==> config.mk <==
export PLATFORM = sky130hd
export DESIGN_NAME = arm_exec_core
export DESIGN_NICKNAME = d
export VERILOG_FILES = /design/src/rtl/arm_exec_core.sv
export SDC_FILE = /design/constraint.sdc
export NUM_CORES = 1
export LEC_CHECK = 0
export ABC_AREA = 1
export CAP_MARGIN = 15
export CELL_PAD_IN_SITES_DETAIL_PLACEMENT = 1
export CELL_PAD_IN_SITES_GLOBAL_PLACEMENT = 1
export CORE_UTILIZATION = 40
export DETAILED_ROUTE_END_ITERATION = 8
export PLACE_DENSITY = 0.87
export REMOVE_ABC_BUFFERS = 1
export SLEW_MARGIN = 20
export SYNTH_ARGS = -nofsm -noshare
export SYNTH_HDL_FRONTEND = slang
export SYNTH_SLANG_ARGS = --single-unit
==> constraint.sdc <==
create_clock -name clk -period 33 [get_ports clk]
set_input_delay 4.95 -clock clk [delete_from_list [all_inputs] [get_ports clk]]
set_output_delay 4.95 -clock clk [all_outputs]
set_load 0.02 [all_outputs]
==> src/rtl/arm_exec_core.sv <==
// arm_exec_core: execute-core slice of a 5-stage ARM pipeline.
// 16 x 32-bit register file (two combinational read ports, one synchronous
// write port) plus a stateless 32-bit ALU (ADD/SUB/AND/ORR) with NZCV flags.
// Optional feature macro: REGFILE_BYPASS_EN (write-through on the read ports).
module arm_exec_core #(
  parameter int unsigned DATA_WIDTH = 32,
  parameter int unsigned ADDR_WIDTH = 4
) (
  input  logic                  clk,
  input  logic                  rst,
  input  logic                  wr_en,
  input  logic [ADDR_WIDTH-1:0] write_addr,
  input  logic [DATA_WIDTH-1:0] write_data,
  input  logic [ADDR_WIDTH-1:0] read_addr1,
  input  logic [ADDR_WIDTH-1:0] read_addr2,
  output logic [DATA_WIDTH-1:0] read_data1,
  output logic [DATA_WIDTH-1:0] read_data2,
  input  logic [DATA_WIDTH-1:0] a,
  input  logic [DATA_WIDTH-1:0] b,
  input  logic [1:0]            alu_control,
  output logic [DATA_WIDTH-1:0] result,
  output logic [3:0]            alu_flags
);

  localparam int unsigned NUM_REGS = 1 << ADDR_WIDTH;
  localparam int unsigned MSB      = DATA_WIDTH - 1;

  localparam logic [1:0] OP_ADD = 2'b00;
  localparam logic [1:0] OP_SUB = 2'b01;
  localparam logic [1:0] OP_AND = 2'b10;
  localparam logic [1:0] OP_ORR = 2'b11;

  logic [DATA_WIDTH-1:0] regs_q [NUM_REGS];

  // Register array: async clear on rst (drops any coincident write), else write on clk
  always_ff @(posedge clk or posedge rst) begin
    if (rst) begin
      for (int unsigned i = 0; i < NUM_REGS; i++) begin
        regs_q[i] <= '0;
      end
    end else if (wr_en) begin
      regs_q[write_addr] <= write_data;
    end
  end

  // Read port 1: stored value, optional write-through, forced to zero during reset
  always_comb begin
    read_data1 = regs_q[read_addr1];
`ifdef REGFILE_BYPASS_EN
    if (wr_en && (read_addr1 == write_addr)) begin
      read_data1 = write_data;
    end
`endif
    if (rst) begin
      read_data1 = '0;
    end
  end

  // Read port 2: same behaviour as port 1
  always_comb begin
    read_data2 = regs_q[read_addr2];
`ifdef REGFILE_BYPASS_EN
    if (wr_en && (read_addr2 == write_addr)) begin
      read_data2 = write_data;
    end
`endif
    if (rst) begin
      read_data2 = '0;
    end
  end

  logic [DATA_WIDTH-1:0] op_b;
  logic [DATA_WIDTH:0]   sum;
  logic                  carry_in;
  logic                  flag_c;
  logic                  flag_v;

  // ALU: ADD and SUB share one adder; SUB is a + ~b + 1 so carry-out means "no borrow"
  always_comb begin
    op_b     = b;
    carry_in = 1'b0;
    if (alu_control == OP_SUB) begin
      op_b     = ~b;
      carry_in = 1'b1;
    end
    sum = {1'b0, a} + {1'b0, op_b} + {{DATA_WIDTH{1'b0}}, carry_in};

    result = sum[DATA_WIDTH-1:0];
    flag_c = sum[DATA_WIDTH];
    // Overflow: operands into the adder share a sign that the sum does not
    flag_v = (a[MSB] == op_b[MSB]) && (sum[MSB] != a[MSB]);
    case (alu_control)
      OP_AND: begin
        result = a & b;
        flag_c = 1'b0;
        flag_v = 1'b0;
      end
      OP_ORR: begin
        result = a | b;
        flag_c = 1'b0;
        flag_v = 1'b0;
      end
      default: ;
    endcase
    alu_flags = {result[MSB], (result == '0), flag_c, flag_v};
  end

endmodule

; ---- After elaboration in Yosys (flattened, before gate mapping)
; Index checks and enable logic that the tools add are counted.
[op_classes]
n_addsub = 2
n_lt_le_gt_ge = 4
eq_ne = 5
mux = 16
bitwise_logic = 6
reduce_logical = 4
[op_table]
columns = op, count
row1 = 512-bit bitwise mux, 1
row2 = 32-bit binary-select mux with 4-bit select, 2
row3 = 32-bit two-way mux, 8
row4 = 32-bit demux with 4-bit select, 1
row5 = 32-bit case mux with 2 select lines, 1
row6 = 32-bit by 32-bit adder with 33-bit output, 1
row7 = 33-bit by 1-bit adder with 33-bit output, 1
row8 = 32-bit bitwise AND, 1
row9 = 32-bit logical NOT, 1
row10 = 32-bit inverter, 1
row11 = 32-bit OR, 1
row12 = "5-bit >= comparator, second input constant", 3
row13 = 4-bit inverter with 5-bit output, 3
row14 = "5-bit by 1-bit less-than comparator with 1-bit output, second input constant", 1
row15 = "2-bit == test, second input constant", 2
row16 = 1-bit two-way mux, 3
row17 = "2-bit by 1-bit == test with 1-bit output, second input constant", 1
row18 = 1-bit logical AND, 2
row19 = 2-bit OR reduction, 1
row20 = 1-bit == test, 1
row21 = 1-bit != test, 1
[word_totals]
ff_bits = 512
in_bits = 113
output_inout_bits = 100
wordCells = 53

; ---- Depth between registers and ports, before layout
; Gate-level depths: netlist (run 1).
[depth]
word_depth = 7
ltp_mapped = 24
depth_no_buf = 21

; ---- Worst setup path after synthesis (run 1)
; OpenSTA, ideal clock, no wires.
[synth_timing]
kind = input to output
start = input port alu_control[1]
end = output port alu_flags[2]
arrival_time_ps = 7645
t_required_ps = 28050
path_slack_ps = 20405
stages = 24
n_path_buf = 4
cell_sequence = buf_6 > inv_2 > buf_2 > buf_2 > nand2_1 > buf_2 > xnor2_1 > ha_1 > nand2_2 > nor2_4 > nand2_2 > nand3_2 > nand2_1 > nand2_1 > nand2_1 > nand2_1 > nand2_1 > nand3_1 > nand2_1 > nor2_1 > nand2_1 > inv_1 > nand3_1 > nor2_2
[synth_via]
elab_chain_len = 6
elab_cells_between_ends = 9
cone_classes = add/sub (2) / eq/ne (3) / mux (3) / reduce/logical (1)
[synth_lines]
columns = element, line
row1 = from (decl), 20  ; input logic [1:0] alu_control,
row2 = 2-bit by 1-bit == test with 1-bit output, 82  ; if (alu_control == OP_SUB) begin
row3 = 32-bit two-way mux, 82
row4 = 32-bit by 32-bit adder with 33-bit output, 86  ; sum = {1'b0, a} + {1'b0, op_b} + {{DATA_WIDTH{1'b0}}, carry_in};
row5 = 33-bit by 1-bit adder with 33-bit output, 86
row6 = 32-bit case mux with 2 select lines (*), 92  ; case (alu_control)
row7 = named net result[30], 21  ; output logic [DATA_WIDTH-1:0] result,
row8 = 32-bit logical NOT (*), 105  ; alu_flags = {result[MSB], (result == '0), flag_c, flag_v};
row9 = to (decl), 22  ; output logic [3:0] alu_flags
; The timed path passes the listed nets; every way through them passes the cells marked *.

; ---- Worst setup path after layout (run 1)
[layout_timing]
start = input port alu_control[1]
end = output port alu_flags[2]
[layout_via]
elab_chain_len = 6
elab_cells_between_ends = 9
cone_classes = add/sub (2) / eq/ne (3) / mux (3) / reduce/logical (1)
[layout_lines]
columns = element, line
row1 = 2-bit by 1-bit == test with 1-bit output, 82
row2 = 32-bit two-way mux, 82
row3 = 32-bit by 32-bit adder with 33-bit output, 86
row4 = 33-bit by 1-bit adder with 33-bit output, 86
row5 = 32-bit case mux with 2 select lines (*), 92
row6 = 32-bit logical NOT (*), 105
; Every way passes the cells marked *; elsewhere a longest branch is shown, timed or not.

==> results.sh, run 1 <==
export IMPL_outcome="finished clean"
export IMPL_cts_hold_fix_buffers=0
export IMPL_place_detailed_instances=5312
export IMPL_maximum_number_of_pins_on_one_net_before_global_route_repair=178
export IMPL_postSynth_topFlopCell="sky130_fd_sc_hd__dfrtp_1"
export IMPL_synthesis_instances=4395
export IMPL_synth_edff_count=0
export IMPL_cts_resized=0
export IMPL_layout_min_cycle_time_ps=15260
export IMPL_grt_total_usage_pct=29.8
export IMPL_finalClockSkew_ps=0
export IMPL_yosysTopAreaCellShare_pct=41.2
export IMPL_vias_per_cell=6.00
export IMPL_fin_worst_hold_slack_ps=485
export IMPL_reg_top3="regs_q: 512 flops"
export IMPL_dpl_hpwl_um=67800
export IMPL_cellPowerDensity_mw_per_mm2=56.7
export IMPL_clock_latency_ps=650
export IMPL_placementRows=101
export IMPL_drt_iter0_drc=2964
export IMPL_postRouteAntennaNets=0
export IMPL_place_port_buffers=212
export IMPL_vias=32523
export IMPL_crit_path_start_kind="input port"
export IMPL_synthesis_area_sq_mm=0.0311
export IMPL_setup_viol_count_final=0
export IMPL_register_name_with_the_most_flops="regs_q"
export IMPL_ir_drop_v=0.0000451
export IMPL_placeableCoreArea_sq_mm=0.0765
export IMPL_floorplan_die_width_um=281
export IMPL_intPower_mw=1.32
export IMPL_finalCritPeriodShare_pct=46.3
export IMPL_synth_yosys_seq_area_share_pct=41.2
export IMPL_drt_pass1_iterations=5
export IMPL_grt_overflow=0
export IMPL_p_switching_mw=0.685
export IMPL_tightestPinTransition_ps=1180
export IMPL_synth_common_cells="sky130_fd_sc_hd__o21ai_0, sky130_fd_sc_hd__nand2_1, sky130_fd_sc_hd__dfrtp_1"
export IMPL_ioPinCount=213
export IMPL_share_of_power_burned_in_registers_pct=42.1
export IMPL_finalSetupTns_ps=0
export IMPL_syn_mean_instance_area_sq_um=7.07
export IMPL_timing_critical_path_fanout_max=31
export IMPL_die_y_um=281
export IMPL_asyncSetResetFlopFracSynth_pct=100
export IMPL_swShare_pct=34.1
export IMPL_p_leak_nw=15.6
export IMPL_largest_register_ff_count=512
export IMPL_critPathArrivalTime_ps=10310
export IMPL_fp_dieArea_sq_mm=0.0788
export IMPL_yosysMostFrequentCell="sky130_fd_sc_hd__o21ai_0"
export IMPL_max_freq_ghz=0.0655
export IMPL_power_share_clock_pct=32.8
export IMPL_cts_htree_levels=2
export IMPL_timing_hold_violations_final=0
export IMPL_yosys_area_top_type="sky130_fd_sc_hd__dfrtp_1"
export IMPL_area_growth_pct=13.8
export IMPL_via_count_of_the_first_global_routing_pass=33336
export IMPL_nets=4492
export IMPL_reg2reg_depth=2
export IMPL_worst_setup_hold_path_clk_slew_ps=60
export IMPL_cts_root_to_sink_buffers=3
export IMPL_worst_hold_path_stage_count=2
export IMPL_drc=0
export IMPL_timing_worst_setup_path_type="input port to primary output"
export IMPL_endpoint_kind="primary output"
export IMPL_final_wtd_congestion=0.923
export IMPL_cts_made_buffers=58
export IMPL_ys_ff_latch=512
export IMPL_timing_critical_path_required_ps=28050
export IMPL_count_of_maximum_capacitance_violations=0
export IMPL_synth_distinct_cells=36
export IMPL_layout_drive_gt1_share_pct=4.97
export IMPL_rsz0062_at_grt="no"
export IMPL_final_cells=5421
export IMPL_ys_warnings_count=0
export IMPL_wl_per_cell_um=22.0
export IMPL_comb_power_share_pct=25.1
export IMPL_cts_tree="yes"
export IMPL_ys_top_cells_by_area="sky130_fd_sc_hd__dfrtp_1, sky130_fd_sc_hd__o21ai_0, sky130_fd_sc_hd__nand2_1"
export IMPL_rel_slew_slack_pct=21.2
export IMPL_antenna_found_initial=3
export IMPL_starting_utilization_of_the_core_area_pct=40.7
export IMPL_route_final_wire_length_um=119000
export IMPL_worstHoldPathType="flip-flop to flip-flop"
export IMPL_maxSlewViolCount=0
export IMPL_cts_sink_count=512
export IMPL_grt_pass1_wl_um=186000
export IMPL_cts_root_buf="sky130_fd_sc_hd__clkbuf_16"
export IMPL_post_cts_buffers=0
==> stage by stage <==
| step | util (%) | power (mW) | cell area, sq um | setup WS [ps] |
|---|---|---|---|---|
| after floorplan | - | 1.14 | 29600 | 13750 |
| after global placement | 43.8 | 1.31 | 33500 | 17980 |
| after detailed placement | 43.8 | 1.34 | 33500 | 17800 |
| after CTS | 46.3 | 2.01 | 35400 | 17800 |
| after global routing | 46.3 | 2.11 | 35400 | 17460 |
| final | 46.3 | 2.01 | 35400 | 17740 |
==> worst max-delay path, stage by stage <==
cell and delay (ps):
sky130_fd_sc_hd__clkdlybuf4s50_1 700, sky130_fd_sc_hd__inv_2 660, sky130_fd_sc_hd__nand2_2 780, sky130_fd_sc_hd__xnor2_1 340, sky130_fd_sc_hd__ha_1 430, sky130_fd_sc_hd__nand2_1 120
sky130_fd_sc_hd__inv_2 70, sky130_fd_sc_hd__nand2_1 150, sky130_fd_sc_hd__nor3_1 440, sky130_fd_sc_hd__and2_1 230, sky130_fd_sc_hd__nand2_2 110, sky130_fd_sc_hd__nand2_2 90
sky130_fd_sc_hd__nand2_1 60, sky130_fd_sc_hd__nand3_2 60, sky130_fd_sc_hd__nand2_2 70, sky130_fd_sc_hd__nor2_1 120, sky130_fd_sc_hd__nand2_1 70, sky130_fd_sc_hd__inv_1 70
sky130_fd_sc_hd__nand3_1 90, sky130_fd_sc_hd__nor2_2 90, sky130_fd_sc_hd__clkdlybuf4s50_1 600
==> cell usage in the layout (no fill, tap or decap), types with 4 or more instances in the layout <==
cell type / n
sky130_fd_sc_hd__o21bai_1: 5
sky130_fd_sc_hd__nand2_1: 789
sky130_fd_sc_hd__o21ai_0: 1037
sky130_fd_sc_hd__clkdlybuf4s50_1: 203
sky130_fd_sc_hd__nand4_1: 13
sky130_fd_sc_hd__clkbuf_1: 14
sky130_fd_sc_hd__nor3_1: 9
sky130_fd_sc_hd__dfrtp_1: 512
sky130_fd_sc_hd__xnor2_1: 30
sky130_fd_sc_hd__clkbuf_16: 58
sky130_fd_sc_hd__o211ai_1: 134
sky130_fd_sc_hd__o21ai_1: 15
sky130_fd_sc_hd__a21oi_1: 472
sky130_fd_sc_hd__buf_4: 41
sky130_fd_sc_hd__a31oi_1: 27
sky130_fd_sc_hd__nand3_2: 8
sky130_fd_sc_hd__clkbuf_8: 13
sky130_fd_sc_hd__ha_1: 36
sky130_fd_sc_hd__inv_1: 362
sky130_fd_sc_hd__nor2_1: 201
sky130_fd_sc_hd__nand3b_1: 9
sky130_fd_sc_hd__inv_2: 13
sky130_fd_sc_hd__nor2_2: 9
sky130_fd_sc_hd__bufinv_16: 4
sky130_fd_sc_hd__nand3_1: 293
sky130_fd_sc_hd__nand2_2: 30
sky130_fd_sc_hd__nand3_4: 5
sky130_fd_sc_hd__clkinv_2: 16
==> layout make-up <==
cell class | count | area [sq um]
diodes | 3 | 7.51
clock buffers | 85 | 1680
clock inverters | 21 | 226
fillers | 9663 | 41100
inverters | 382 | 1450
multi-input cells | 3136 | 15500
flip-flops and latches | 512 | 12800
well taps | 1030 | 1290
repair buffers | 252 | 2430
==> cell families (layout without fill, tap and decap cells) <==
logic type / Yosys count / after routing / synth area share [%]
compound gates: 1693 / 1693 / 28.5
other cells: 0 / 3 / 0
xor+xnor: 31 / 31 / 0.873
simple gates: 1375 / 1375 / 18.6
flops: 512 / 512 / 41.2
fa+ha+maj: 37 / 37 / 1.51
buf+inv: 747 / 740 / 9.26
==> power groups by stage <==
stage | sequential [mW] | clock [mW] | combinational [mW]
global placement | 0.839 | 0 | 0.470
floorplan | 0.827 | 0 | 0.317
detailed placement | 0.848 | 0 | 0.495
finish | 0.844 | 0.658 | 0.504
CTS | 0.840 | 0.665 | 0.502
global route | 0.859 | 0.685 | 0.568
==> routing by layer <==
layer | share of wire [%] | track usage, %
met5 | 0.021 | 0
met4 | 3.4 | 11.1
met3 | 6.7 | 4.09
met2 | 47 | 49.5
met1 | 43 | 39.4
==> worst paths after layout <==
path                                    startpoint                      end  slack [ps]
max                                 alu_control[1]             alu_flags[2]       17740
min                        regs_q[452]$_DFFE_PP0P_  regs_q[452]$_DFFE_PP0P_         490
max reg2reg                regs_q[491]$_DFFE_PP0P_  regs_q[491]$_DFFE_PP0P_       32140
min reg2reg                regs_q[452]$_DFFE_PP0P_  regs_q[452]$_DFFE_PP0P_         490
max in group asynchronous                      rst   regs_q[47]$_DFFE_PP0P_       26590
min in group asynchronous                      rst  regs_q[379]$_DFFE_PP0P_        4750
Note: power is estimated with default switching activity, not from simulation.
==> run 2, diff against run 1 <==
Settings changed: PLACE_DENSITY 0.87 to 0.9.
Clock period 33 ns to 13.8 ns, I/O delays scaled along.
==> run 2 against run 1 <==
Compared with the run above:
- non-clock buffer count rose by 9
- cell count barely moved
- cell area rose by 0.11%
- clock power rose by 140%
- global-route usage rose by 0.76 points
- first-iteration DRC count rose by 18%
- critical path depth did not move
- via count rose by 1.5%
- clock skew did not move
- wire length rose by 2.5%
- sequential share of layout area barely moved
- critical path type unchanged
==> results.sh, run 2 (synthesis gave the netlist of run 1 again) <==
export IMPL_cts_root_to_sink_buffers=3
export IMPL_timing_hold_violations_final=0
export IMPL_endpoint_kind="primary output"
export IMPL_slowest_stage="sky130_fd_sc_hd__clkdlybuf4s50_1"
export IMPL_route_final_wire_length_um=122000
export IMPL_post_cts_buffers=0
export IMPL_worstHoldPathType="flip-flop to flip-flop"
export IMPL_floorplan_die_width_um=281
export IMPL_final_util_pct=46.3
export IMPL_starting_utilization_of_the_core_area_pct=40.7
export IMPL_worst_setup_hold_path_clk_slew_ps=60
export IMPL_placementRows=101
export IMPL_placeableCoreArea_sq_mm=0.0765
export IMPL_cts_root_buf="sky130_fd_sc_hd__clkbuf_16"
export IMPL_most_frequent_cells_in_the_layout="sky130_fd_sc_hd__o21ai_0, sky130_fd_sc_hd__nand2_1, sky130_fd_sc_hd__dfrtp_1"
export IMPL_drt_pass1_iterations=6
export IMPL_maxSlewViolCount=0
export IMPL_drc=0
export IMPL_ioPinCount=213
export IMPL_clock_latency_ps=620
export IMPL_cpMostUsedCell="sky130_fd_sc_hd__nand2_1"
export IMPL_drt_iter0_drc=3505
export IMPL_critPathArrivalTime_ps=7190
export IMPL_cp_top_family="simple AND/OR/NAND/NOR gates"
export IMPL_timing_critical_path_fanout_max=31
export IMPL_vias_per_cell=6.08
export IMPL_postRouteAntennaNets=0
export IMPL_vias=32996
export IMPL_dpl_hpwl_um=69500
export IMPL_final_wtd_congestion=0.923
export IMPL_timing_critical_path_required_ps=11730
export IMPL_tightestPinTransition_ps=1230
export IMPL_finalSetupTns_ps=0
export IMPL_worstPathCellList="clkdlybuf4s50_1, inv_2, buf_4, nand2_2, xnor2_1, ha_1, nand2_2, nor2_2, inv_1, nor2_1, nand3_1, nand2_1, nand2_1, nand3_1, nand2_1, nor2_1, nand2_1, inv_1, nand3_1, nor2_2, clkdlybuf4s50_1"
export IMPL_grt_overflow=0
export IMPL_cellPowerDensity_mw_per_mm2=136
export IMPL_mostFrequentLayoutCell="sky130_fd_sc_hd__o21ai_0"
export IMPL_cts_htree_levels=2
export IMPL_place_port_buffers=212
export IMPL_outcome="finished clean"
export IMPL_finalClockSkew_ps=0
export IMPL_maximum_number_of_pins_on_one_net_before_global_route_repair=182
export IMPL_final_cells=5425
export IMPL_cts_made_buffers=57
export IMPL_register_name_with_the_most_flops="regs_q"
export IMPL_wl_per_cell_um=22.5
export IMPL_place_detailed_instances=5321
export IMPL_count_of_maximum_capacitance_violations=0
export IMPL_rel_slew_slack_pct=18.1
export IMPL_worstPathBufferInverterCount=6
export IMPL_nFillCells=9657
export IMPL_fp_dieArea_sq_mm=0.0788
export IMPL_grt_total_usage_pct=30.6
export IMPL_antenna_found_initial=1
export IMPL_cts_sink_count=512
export IMPL_max_freq_ghz=0.108
export IMPL_setup_viol_count_final=0
export IMPL_nets=4500
export IMPL_via_count_of_the_first_global_routing_pass=33740
export IMPL_cts_resized=0
export IMPL_area_growth_pct=14.0
export IMPL_layout_min_cycle_time_ps=9260
export IMPL_p_leak_nw=15.7
export IMPL_cts_hold_fix_buffers=0
export IMPL_cts_tree="yes"
export IMPL_finalCritPeriodShare_pct=67.1
export IMPL_ir_drop_v=0.000116
export IMPL_rsz0062_at_grt="no"
export IMPL_max_stage_delay_ps=780
export IMPL_grt_pass1_wl_um=190000
export IMPL_timing_worst_setup_path_type="input port to primary output"
export IMPL_crit_path_start_kind="input port"
export IMPL_layout_drive_gt1_share_pct=5.08
export IMPL_largest_register_ff_count=512
export IMPL_die_y_um=281
export IMPL_reg_top3="regs_q: 512 flops"
## run 2: changes by cell type in the layout (fill, tap and decap cells not counted), moves of 2 or more
cell                       delta
sky130_fd_sc_hd__buf_4        +9
sky130_fd_sc_hd__nand3_2      +5
sky130_fd_sc_hd__clkbuf_8     +5
sky130_fd_sc_hd__clkinv_2     -5
sky130_fd_sc_hd__diode_2      -2
sky130_fd_sc_hd__nand3_4      -5
## run 2: cell type report
class	instances	area (sq um)	area share, %
multi-input cells	3136	15500	43.6
flip-flops and latches	512	12800	36.2
repair buffers	261	2510	7.08
clock buffers	91	1780	5.01
inverters	382	1450	4.09
well taps	1030	1290	3.64
clock inverters	12	139	0.392
diodes	1	2.50	0.00706
## run 2: tightest hold or removal path, delay by kind of cell, from the launching register on
kind               cells  cell delay, ps
AOI/OAI and AO/OA      1              60
DFF                    1             340
and+or+nand+nor        1              50
## run 2: through the flow
step	area, sq um	hold WS (ps)	setup WS [ps]	power [mW]
2_1_floorplan	29600	453	-2570	2.74
3_3_place_gp	33500	467	4760	3.13
3_5_place_dp	33500	473	4670	3.21
4_1_cts	35400	487	4650	4.81
5_1_grt	35400	503	4270	5.06
6_report	35400	484	4540	4.81
## run 2: worst paths after layout
kind	startpoint	to	slack, ps	cells past startpoint
setup / recovery	alu_control[1]	alu_flags[2]	4540	21
hold / removal	regs_q[466]$_DFFE_PP0P_	regs_q[466]$_DFFE_PP0P_	480	2
setup reg to reg	regs_q[110]$_DFFE_PP0P_	regs_q[110]$_DFFE_PP0P_	13010	2
hold reg to reg	regs_q[466]$_DFFE_PP0P_	regs_q[466]$_DFFE_PP0P_	480	2
max in group asynchronous	rst	regs_q[114]$_DFFE_PP0P_	10020	4
min in group asynchronous	rst	regs_q[335]$_DFFE_PP0P_	2280	3
## run 2: per-layer routing
layer / up-vias / part of all wire (%) / track usage, %
met4: 0 / 4.3 / 13.8
met2: 1431 / 46 / 49.6
met1: 16484 / 41 / 40.3
met5: - / 0 / 0
li1: 14746 / - / -
met3: 335 / 7.9 / 4.53
## run 2: where the power goes
group	internal, mW	switching [mW]	total [mW]
clock	0.930	0.648	1.58
combinational	0.430	0.788	1.22
sequential	1.82	0.203	2.02
